<file path="config.mk">
export PLATFORM = sky130hd
export DESIGN_NAME = ldst_unit
export DESIGN_NICKNAME = d
export VERILOG_FILES = /design/src/rtl/ldst_unit_pkg.sv /design/src/rtl/ldst_unit_bytelane32.sv /design/src/rtl/ldst_unit.sv
export SDC_FILE = /design/constraint.sdc
export NUM_CORES = 1
export LEC_CHECK = 0
export BUFFER_PORTS_ARGS = -buffer_cell sky130_fd_sc_hd__buf_2
export CORE_UTILIZATION = 45
export DETAILED_ROUTE_END_ITERATION = 8
export HOLD_SLACK_MARGIN = 0.03
export PLACE_DENSITY_LB_ADDON = 0.15
export SYNTH_ARGS = -nofsm -noshare
export SYNTH_HDL_FRONTEND = slang
export SYNTH_HIERARCHICAL = 1
export SYNTH_SLANG_ARGS = --single-unit
export TNS_END_PERCENT = 20
</file>
<file path="constraint.sdc">
create_clock -name clk -period 6.16 [get_ports clk]
set_clock_uncertainty 0.15 [all_clocks]
set_input_delay 0.924 -clock clk [delete_from_list [all_inputs] [get_ports clk]]
set_output_delay 0.924 -clock clk [all_outputs]
set_load 0.005 [all_outputs]
</file>
<file path="src/rtl/ldst_unit_pkg.sv">
// Shared types for the load/store unit: widths, FSM states,
// and the request bundle latched at acceptance.
package ldst_unit_pkg;

  localparam int FULLW = 32;
  localparam int REGAW = 4;
  localparam int LSSW  = 3;

  typedef enum logic [LSSW-1:0] {
    LS_IDLE    = 3'd0,
    LS_ACCESS  = 3'd1,
    LS_WAIT    = 3'd2,
    LS_WRITE   = 3'd3,
    LS_WB_DATA = 3'd4,
    LS_WB_BASE = 3'd5
  } ls_state_t;

  typedef struct packed {
    logic             load;
    logic             byte_acc;
    logic             need_bwb;
    logic [FULLW-1:0] ea;
    logic [FULLW-1:0] oa;
    logic [FULLW-1:0] sd;
    logic [REGAW-1:0] rd;
    logic [REGAW-1:0] rn;
  } ls_req_t;

endpackage

</file>
<file path="src/rtl/ldst_unit_bytelane32.sv">
// Big-endian byte lane helper: load extract/rotate and
// store-byte merge, selected by the low address bits.
module bytelane32
  import ldst_unit_pkg::*;
(
  input  logic [FULLW-1:0] q,
  input  logic [7:0]       sd,
  input  logic [1:0]       lane,
  input  logic             byte_acc,
  output logic [FULLW-1:0] ld,
  output logic [FULLW-1:0] merged
);

  always_comb begin
    ld     = q;
    merged = q;
    unique case (lane)
      2'd0: begin
        ld = byte_acc ? {24'b0, q[31:24]} : q;
        merged[31:24] = sd;
      end
      2'd1: begin
        ld = byte_acc ? {24'b0, q[23:16]}
                      : {q[23:0], q[31:24]};
        merged[23:16] = sd;
      end
      2'd2: begin
        ld = byte_acc ? {24'b0, q[15:8]}
                      : {q[15:0], q[31:16]};
        merged[15:8] = sd;
      end
      2'd3: begin
        ld = byte_acc ? {24'b0, q[7:0]}
                      : {q[7:0], q[31:8]};
        merged[7:0] = sd;
      end
    endcase
  end

endmodule

</file>
<file path="src/rtl/ldst_unit.sv">
// Multi-cycle LDR/STR sequencer between the decoder/register
// file and a big-endian synchronous-read data RAM.
module ldst_unit
  import ldst_unit_pkg::*;
(
  input  logic             clk,
  input  logic             reset,
  input  logic             req_valid,
  output logic             req_ready,
  input  logic             req_load,
  input  logic             req_byte,
  input  logic             req_pre,
  input  logic             req_up,
  input  logic             req_wb,
  input  logic [FULLW-1:0] req_base,
  input  logic [FULLW-1:0] req_offset,
  input  logic [FULLW-1:0] req_sd,
  input  logic [REGAW-1:0] req_rd,
  input  logic [REGAW-1:0] req_rn,
  output logic [FULLW-1:0] mem_ad,
  output logic [FULLW-1:0] mem_d,
  output logic             mem_we,
  input  logic [FULLW-1:0] mem_q,
  output logic             wb_valid,
  output logic [REGAW-1:0] wb_wa,
  output logic [FULLW-1:0] wb_wd,
  output logic             done
);

  ls_state_t        state;
  ls_state_t        state_nx;
  ls_req_t          r;
  logic [FULLW-1:0] data;
  logic [FULLW-1:0] ld_val;
  logic [FULLW-1:0] mrg_val;
  logic [FULLW-1:0] oa_in;
  logic             accept;
  logic             word_st;
  logic             ld_bwb;

  assign accept  = (state == LS_IDLE) && req_valid;
  assign oa_in   = req_up ? req_base + req_offset
                          : req_base - req_offset;
  assign word_st = !r.load && !r.byte_acc;
  // a load into the base register wins over base writeback
  assign ld_bwb  = r.need_bwb && (r.rn != r.rd);

  bytelane32 u_lane (
    .q        (mem_q),
    .sd       (r.sd[7:0]),
    .lane     (r.ea[1:0]),
    .byte_acc (r.byte_acc),
    .ld       (ld_val),
    .merged   (mrg_val)
  );

  always_ff @(posedge clk or posedge reset) begin
    if (reset) state <= LS_IDLE;
    else       state <= state_nx;
  end

  always_ff @(posedge clk or posedge reset) begin
    if (reset) begin
      r    <= '0;
      data <= '0;
    end else begin
      if (accept) begin
        r.load     <= req_load;
        r.byte_acc <= req_byte;
        r.need_bwb <= !req_pre || req_wb;
        r.ea       <= req_pre ? oa_in : req_base;
        r.oa       <= oa_in;
        r.sd       <= req_sd;
        r.rd       <= req_rd;
        r.rn       <= req_rn;
      end
      if (state == LS_WAIT)
        data <= r.load ? ld_val : mrg_val;
    end
  end

  always_comb begin
    state_nx = state;
    unique case (state)
      LS_IDLE:
        if (req_valid) state_nx = LS_ACCESS;
      LS_ACCESS:
        if (!word_st)        state_nx = LS_WAIT;
        else if (r.need_bwb) state_nx = LS_WB_BASE;
        else                 state_nx = LS_IDLE;
      LS_WAIT:
        state_nx = r.load ? LS_WB_DATA : LS_WRITE;
      LS_WRITE:
        state_nx = r.need_bwb ? LS_WB_BASE : LS_IDLE;
      LS_WB_DATA:
        state_nx = ld_bwb ? LS_WB_BASE : LS_IDLE;
      LS_WB_BASE:
        state_nx = LS_IDLE;
      default:
        state_nx = LS_IDLE;
    endcase
  end

  always_comb begin
    req_ready = 1'b0;
    mem_ad    = {r.ea[FULLW-1:2], 2'b00};
    mem_d     = '0;
    mem_we    = 1'b0;
    wb_valid  = 1'b0;
    wb_wa     = '0;
    wb_wd     = '0;
    done      = 1'b0;
    unique case (state)
      LS_IDLE: begin
        req_ready = 1'b1;
        mem_ad    = '0;
      end
      LS_ACCESS: begin
        if (word_st) begin
          mem_we = 1'b1;
          mem_d  = r.sd;
          done   = !r.need_bwb;
        end
      end
      LS_WAIT: ;
      LS_WRITE: begin
        mem_we = 1'b1;
        mem_d  = data;
        done   = !r.need_bwb;
      end
      LS_WB_DATA: begin
        wb_valid = 1'b1;
        wb_wa    = r.rd;
        wb_wd    = data;
        done     = !ld_bwb;
      end
      LS_WB_BASE: begin
        wb_valid = 1'b1;
        wb_wa    = r.rn;
        wb_wd    = r.oa;
        done     = 1'b1;
      end
      default: ;
    endcase
  end

endmodule

</file>
# After elaboration in Yosys (flattened, before gate mapping)
# Index checks and enable logic that the tools add are counted.
# word_totals
in_bits	144
regBits	142
elab_cells	63
out_inout_bits	104
# op_classes
n_reduce_logical	12
n_eq_ne	10
muxes	29
n_addsub	2
# op_table
operator	count
$mux 32	9
$pmux 32 s2	2
$pmux 32 s4	1
$add 32x32->32	1
$mux 8	4
$sub 32x32->32	1
$mux 3	5
$pmux 3 s5	1
$pmux 4 s2	1
$eq 3x2->1 const B	2
$eq 3x3->1 const B	2
$logic_not 1->1	5
$eq 2x2->1 const B	2
$mux 1	4
$ne 4x4->1	1
$pmux 1 s4	1
$eq 3x1->1 const B	1
$logic_and 1x1->1	3
$logic_not 3->1	1
$eq 2x1->1 const B	1
$logic_not 2->1	1
$ne 2x2->1 const B	1
$pmux 1 s2	1
$reduce_or 2->1	1
$logic_or 1x1->1	1

# Longest topological paths before layout
# Gate-level depths: netlist (run 1).
# logic_depth
word_depth	4
ltp_mapped	18
mapped_depth_nobuf	18

# Cells and area by module
# The synthesis (run 1) kept the hierarchy.
# by_module_without_submodules
mod	seq_area_each_um2	n_inst	area_per_inst_um2	cells_each
ldst_unit	3553.4	1	9255.1	1103
bytelane32	0.0	1	1780.5	140

# Worst setup path before layout (run 1)
# Ideal clock, no wire load.
# synth_path
path_type	input -> register
startpoint	in req_offset[9]
endpoint	reg r[99] (netlist name)
arrival_time_ns	4.239
t_required_ns	5.945
slack_ns	1.706
n_path_buf	0
stages	14
setup_time_ns	0.065
cell_sequence	or4_4 -> or4_1 -> nor3_1 -> a21oi_1 -> xor2_1 -> ha_1 -> a21oi_1 -> o21ai_0 -> a21oi_1 -> o21ai_2 -> a221o_1 -> a221oi_2 -> mux2_1 -> nand2_1
# synth_via
elab_chain_cells	3
elab_cells_between_ends	4
classes_between	add/sub: 2; mux: 2
# synth_rtl
element	line	rtl
from (decl)	ldst_unit.sv:16	input logic [FULLW-1:0] req_offset,
$sub 32x32->32 or $add 32x32->32 (tied branches)	ldst_unit.sv:43, ldst_unit.sv:42	
$mux 32 *	ldst_unit.sv:42	assign oa_in = req_up ? req_base + req_offset
$mux 32 *	ldst_unit.sv:71	r.ea <= req_pre ? oa_in : req_base;
to (decl)	ldst_unit.sv:32	ls_req_t r;
# Every way passes the cells marked *; elsewhere a longest branch is shown, timed or not.
# A chain may end at the register's enable or synchronous reset.

# Worst setup path in the final report (run 1)
# layout_path
startpoint	in req_offset[9]
endpoint	reg r[69] (netlist name)
# layout_via
elab_chain_cells	2
elab_cells_between_ends	3
classes_between	add/sub: 2; mux: 1
# layout_rtl
element	line
$sub 32x32->32 or $add 32x32->32 (tied branches)	ldst_unit.sv:43, ldst_unit.sv:42
$mux 32 *	ldst_unit.sv:42
# Marks and branches as above.

==> metrics.md, run 1 <==
| Metric | Value |
|---|---|
| CTS tree | `done` |
| Clock Sinks | `142` |
| Met1 WL | `~16000 um` |
| Row count | `56` |
| DR top layer | `met4` |
| Min cycle time layout | `about 4500 ps` |
| R2R cell count | `5` |
| Hold_ws | `~310 ps` |
| Root Buffer | `clkbuf_16` |
| Layout cells sized above 1 | `28.6%` |
| Final Hold Vio Count | `0` |
| WP data arrival | `4630 ps` |
| Post-synth EDFFs | `0` |
| Io pins | `~250` |
| Crit Path Max Fanout | `6` |
| Final wirelength | `32900 um` |
| Port buffer count | `245` |
| Max cap viols | `0` |
| Tightest Hold Check Type | `reg -> reg` |
| Pwr dens | `445 mW/mm^2` |
| Post-synth ARST share | `100%` |
| CP startpoint | `req_offset[9]` |
| Via count | `9945` |
| Antenna violations before repair | `0` |
| Leak Pwr | `6.30 nW` |
| Top-count cell post-synth | `nand2_1` |
| Yosys warning count | `6` |
| Reg2reg end | `r[47]` |
| Fmax achieved | `221 MHz` |
| Status | `complete, no violations` |
| Fin crit share | `between 70% and 80%` |
| Post-synth top area share | `roughly a third` |
| Synth top cells by count | `nand2_1 (252), dfrtp_1 (142), a21oi_1 (90)` |
| Reg2Reg Setup Slack | `roughly 3400 ps` |
| CTS buffer count | `17` |
| Chip width | `~160 um` |
| CP Capture Point | `r[69]` |
| Drt drc | `0` |
| Mean Syn Cell Area | `between 8 and 9 um^2` |
| Starting Density | `46.5%` |
| # H-tree levels | `4` |
| R2R Path Start | `state[1]` |
| Setup TNS | `0 ps` |
| Dpl hpwl | `between 20000 and 25000 um` |
| Core footprint | `0.0238 mm^2` |
| Data required, critical path | `6270 ps` |
| Area grow syn2layout | `17.8%` |
| # setup viols final | `0` |
| CTS hold repair buffers | `0` |
| Met2 wire length | `14900 um` |
| Top cell type by total area after synthesis | `dfrtp_1` |
| Top cells by area, synth | `dfrtp_1 (32%), nand2_1 (8.6%), mux4_2 (6.5%), a22o_1 (5.4%), mux2_2 (5.3%)` |
| Max-slew violation total from the final report | `0` |
| Grt ovf | `0` |
| Mapped Area | `0.0110 mm^2` |
| Die footprint | `~0.025 mm^2` |
| Max IR drop VDD | `about 0.00026 V` |
| Antenna cell count | `0` |
| RSZ-0062 raised after global routing | `false` |
| Max Root-Sink Buffers | `2` |
| DRT iter0 DRCs | `551` |
| Worst-skew pair later-pin latency | `about 430 ps` |
| Count of different cell masters after synthesis | `68` |
| Worst-Margin Slew | `roughly 860 ps` |
| Final ANT Viol Nets | `0` |
| Fin nets | `between 1500 and 2000` |
| #FFs+latches synth | `142` |
| Top FF cell, synth | `dfrtp_1` |
| Max_slew headroom | `a little over two fifths` |
| Post-CTS Setup Repair Bufs | `0` |
| First-pass GRT wire length | `approximately 50000 um` |
| Gate Count Post-Synth | `1243` |
| Pin count of the biggest net entering global routing | `87` |
| Routed WL per cell | `18.6 um` |
| Vias per inst | `5.62` |
| CP endpoint kind | `flop` |
| Crit Path Class | `in -> reg` |
| GRT Total Usage | `26.1%` |
| Die extent in y | `159 um` |
| First-pass detailed-route iteration total | `5` |
| Clock-pin slew on the worst setup and hold paths | `approximately 70 ps` |
| CP Launch Type | `input pin` |
| Sequential element share of the synthesized area | `32.2%` |
| Number of global-route vias before repair | `9011` |
| Met3 WL | `1470 um` |
| Post-CTS resize count | `0` |
| GP Congestion | `0.882` |
==> flip-flops by register name, indices dropped and copies added (netlist names) <==
name / flops
state: 3
r: 107
data: 32
==> power breakdown <==
group          total, mW  internal [mW]  switching [mW]
clock network       1.00          0.553           0.448
logic               3.00           1.36            1.64
registers           1.79           1.39           0.404
total               5.79           3.30            2.49
==> metrics by stage <==
step	setup slack (ps)	cells	total power [mW]	instance area [um^2]	util (%)
after CTS	1660	1770	5.82	13000	54.7
final	1640	1770	5.79	13000	54.7
after global routing	1320	1770	6.21	13000	54.7
after floorplan	1280	1244	3.82	11000	-
after detailed placement	1230	1738	4.80	12400	52.3
after global placement	1290	1738	4.74	12400	52.3
==> metal layers <==
metal / vias to the layer above / GRT usage, %
li1: 4802 / -
met1: 4773 / 37.8
met2: 331 / 40.4
met3: 39 / 2.72
met4: 0 / 8.88
met5: - / 0
==> critical path: stages <==
cell and delay, ps:
buf_2 110, or4_4 560, or4_1 490, nor2b_2 210, nand2_1 90, nor2_2 160, a21oi_1 100, xor2_1 180
ha_1 370, a21o_1 190, a21o_1 170, a21oi_1 190, nand2_1 100, a311o_1 320, o21ai_1 170, xnor2_1 170
o21ai_0 120
==> how the worst min path moves through the flow <==
stage	slack [ps]	cells past startpoint	start	end
4_1_cts	310	2	r[75]	r[75]
3_3_place_gp	300	2	r[79]	r[79]
6_report	310	2	r[75]	r[75]
3_5_place_dp	300	2	r[75]	r[75]
2_1_floorplan	280	2	r[75]	r[75]
5_1_grt	340	2	r[81]	r[81]
==> final cells by class <==
type,instances,area [um^2]
Clock buffer,19,453
Clock inverter,13,119
Fill cell,2293,10700
Inverter,16,65.1
Multi-Input combinational cell,1002,7080
Sequential cell,142,3560
Tap cell,319,399
Timing Repair Buffer,259,1330
==> cells by family after synthesis <==
kind of cell | count (synthesis) | share of synthesized area [%]
fa+ha+maj | 40 | 4.60
other cells | 1 | 0.0340
compound gates | 302 | 18.0
flops | 142 | 32.2
simple gates | 455 | 18.6
buf+inv | 100 | 3.93
xor+xnor | 65 | 5.23
mux | 138 | 17.3
==> cell usage in the layout, fill, tap and decap left out, drive strengths merged, types with 9 or more instances in the layout <==
cell type	Yosys	final
ha	39	39
buf	21	259
a21oi	90	90
nor2	73	73
xor2	41	41
o21ai	74	74
and3	11	11
nor3	12	12
mux4	32	32
o21a	9	9
a31oi	14	14
mux2i	36	36
mux2	70	70
clkbuf	63	19
nor2b	60	60
inv	15	23
nand3	11	11
a21o	21	21
dfrtp	142	142
xnor2	24	24
a22o	68	68
nand2	252	252
No activity file was read; power rests on OpenSTA's default activity.
==> inputs of run 2 (changes only) <==
clock period = 4.35 ns   (was 6.16 ns; I/O delays follow)
==> run 2 against run 1 <==
  * Count of clock-buffer cells in the layout is 2 lower
  * Combinational power rose by 41%
  * Critical path type unchanged
  * Register-to-register slack got worse by 2000 ps
  * Clock power grew 48%
  * Highest routed layer unchanged
  * Sequential cell count unchanged
  * Hold slack worse by 170 ps
==> metrics.md, run 2 (same netlist as run 1, synthesis figures left out) <==
| Metric | Value |
|---|---|
| Port buffer count | `245` |
| Layout cells sized above 1 | `30.9%` |
| Post-Layout Cell Count | `1821` |
| R2R Path Start | `state[0]` |
| Reg2Reg Setup Slack | `1490 ps` |
| First-pass GRT wire length | `~51000 um` |
| Starting Density | `46.5%` |
| Biggest register | `r` |
| Final wirelength | `between 30000 and 40000 um` |
| Met3 WL | `1570 um` |
| GP Congestion | `between 0.9 and 1` |
| Drt drc | `0` |
| Max_slew headroom | `31.0%` |
| Biggest regs | `r x107, data x32, state x3` |
| Die extent in y | `159 um` |
| CTS tree | `done` |
| Post-CTS resize count | `0` |
| Reg2reg end | `r[12]` |
| Fin nets | `~1700` |
| Clk pwr share | `17.8%` |
| Vias per inst | `5.53` |
| Commonest non-fill, non-tap cells in the layout | `nand2_1 (251), buf_2 (245), dfrtp_1 (139)` |
| Pwr Total | `between 8 and 9 mW` |
| Routed WL per cell | `18.4 um` |
| R2R cell count | `6` |
| Leak Pwr | `6.55 nW` |
| CP Launch Type | `input pin` |
| Most common cell after layout, fill and taps aside | `nand2_1` |
| Crit Path Max Fanout | `4` |
| Met2 wire length | `15400 um` |
| Die footprint | `approximately 0.025 mm^2` |
| Final ANT Viol Nets | `0` |
| Post-route cell area | `0.0134 mm^2` |
| WP data arrival | `between 4000 and 5000 ps` |
| # H-tree levels | `4` |
| Crit Path Class | `in -> reg` |
| Worst-skew pair later-pin latency | `430 ps` |
| First-pass detailed-route iteration total | `5` |
| Final Hold Vio Count | `0` |
| CTS buffer count | `17` |
| Max-slew violation total from the final report | `0` |
| Clock Sinks | `142` |
| DR top layer | `met4` |
| P_sw | `3.57 mW` |
| Clock-pin slew on the worst setup and hold paths | `70 ps` |
| Cell internal pwr | `4.77 mW` |
| Via count | `between 10000 and 15000` |
| Placed insts | `1787` |
| Chip width | `159 um` |
| CTS hold repair buffers | `0` |
| Reg power frac | `approximately a third` |
| Io pins | `about 250` |
| Root Buffer | `clkbuf_16` |
| Area grow syn2layout | `21.5%` |
| Dpl hpwl | `about 25000 um` |
| Placed Area | `0.0128 mm^2` |
| Pin count of the biggest net entering global routing | `83` |
| Row count | `56` |
| Max cap viols | `0` |
| Antenna violations before repair | `1` |
| Max IR drop VDD | `0.000320 V` |
| Switching share of power | `42.8%` |
| Largest register FFs | `107` |
| CP endpoint kind | `flop` |
| Data required, critical path | `about 4500 ps` |
| RSZ-0062 raised after global routing | `false` |
| Number of global-route vias before repair | `9461` |
| Filler instances | `2234` |
| Min cycle time layout | `4050 ps` |
| Max Root-Sink Buffers | `2` |
| Worst-Margin Slew | `1030 ps` |
| Logic pwr share | `around 51%` |
| Tightest Hold Check Type | `in -> async` |
| Core footprint | `0.0238 mm^2` |
| DRT iter0 DRCs | `620` |
| Post-CTS Setup Repair Bufs | `0` |
| Pwr dens | `622 mW/mm^2` |
| Fmax achieved | `247 MHz` |
| GRT Total Usage | `26.8%` |
| Status | `complete, no violations` |
| Grt ovf | `0` |
| Fin crit share | `93.2%` |
| # setup viols final | `0` |
| Met1 WL | `15800 um` |
[run 2: changes by cell type in the layout (fill, tap and decap cells not counted)]
cell / change
clkinv_8: +1
clkinv_4: -1
bufinv_16: +1
clkbuf_8: -2
inv_6: -1
buf_12: +1
buf_4: +48
clkinvlp_4: +1
inv_8: +1
diode_2: +2
[run 2: stage by stage]
step                      setup TNS, ps  hold slack, ps  setup slack, ps  util, %
after floorplan                       0             281              167        -
after global placement             -348             296             -118     53.9
after detailed placement           -806             300             -146     53.9
after CTS                             0             150              296     56.4
after global routing                  0             171             24.8     56.4
final                                 0             142              298     56.5
[run 2: layer usage]
| metal | global-route usage (%) | vias to the layer above |
|---|---|---|
| met5 | 0 | - |
| met4 | 9.16 | 0 |
| met3 | 2.34 | 35 |
| met2 | 42.4 | 310 |
| met1 | 38.3 | 4844 |
| li1 | - | 4887 |
[run 2: layout make-up]
type / count / area (um^2) / area share [%]
Sequential cell: 142 / 3560 / 26.5
Antenna cell: 2 / 5.00 / 0.0373
Clock inverter: 15 / 168 / 1.25
Tap cell: 319 / 399 / 2.98
Multi-Input combinational cell: 1002 / 7080 / 52.8
Clock buffer: 17 / 425 / 3.17
Inverter: 16 / 63.8 / 0.476
Timing Repair Buffer: 308 / 1710 / 12.8
[run 2: how the worst max path moves through the flow]
stage                       start      to  slack, ps  cells after the start
global route        req_offset[9]  r[102]         20                     17
detailed placement  req_offset[9]   r[69]       -150                     17
finish              req_offset[9]   r[69]        300                     17
floorplan           req_offset[9]   r[99]        170                     14
CTS                 req_offset[9]   r[69]        300                     17
global placement    req_offset[9]   r[99]       -120                     15
[run 2: critical path: stages]
cell and delay, ps:
buf_2 100, or4_4 520, or4_1 500, nor2b_2 230
nand2_1 90, nor2_2 120, a21oi_1 80, xor2_1 160
ha_1 290, a21o_1 160, a21o_1 170, a21oi_1 240
nand2_1 120, a311o_1 330, o21ai_1 150, xnor2_1 160
o21ai_0 100
[run 2: power groups by stage]
stage / Combinational [mW] / Clock (mW) / Sequential, mW
final: 4.23 / 1.48 / 2.63
after global routing: 4.66 / 1.56 / 2.71
after CTS: 4.25 / 1.50 / 2.62
after detailed placement: 4.22 / 0 / 2.64
after global placement: 4.16 / 0 / 2.63
after floorplan: 3.13 / 0 / 2.29
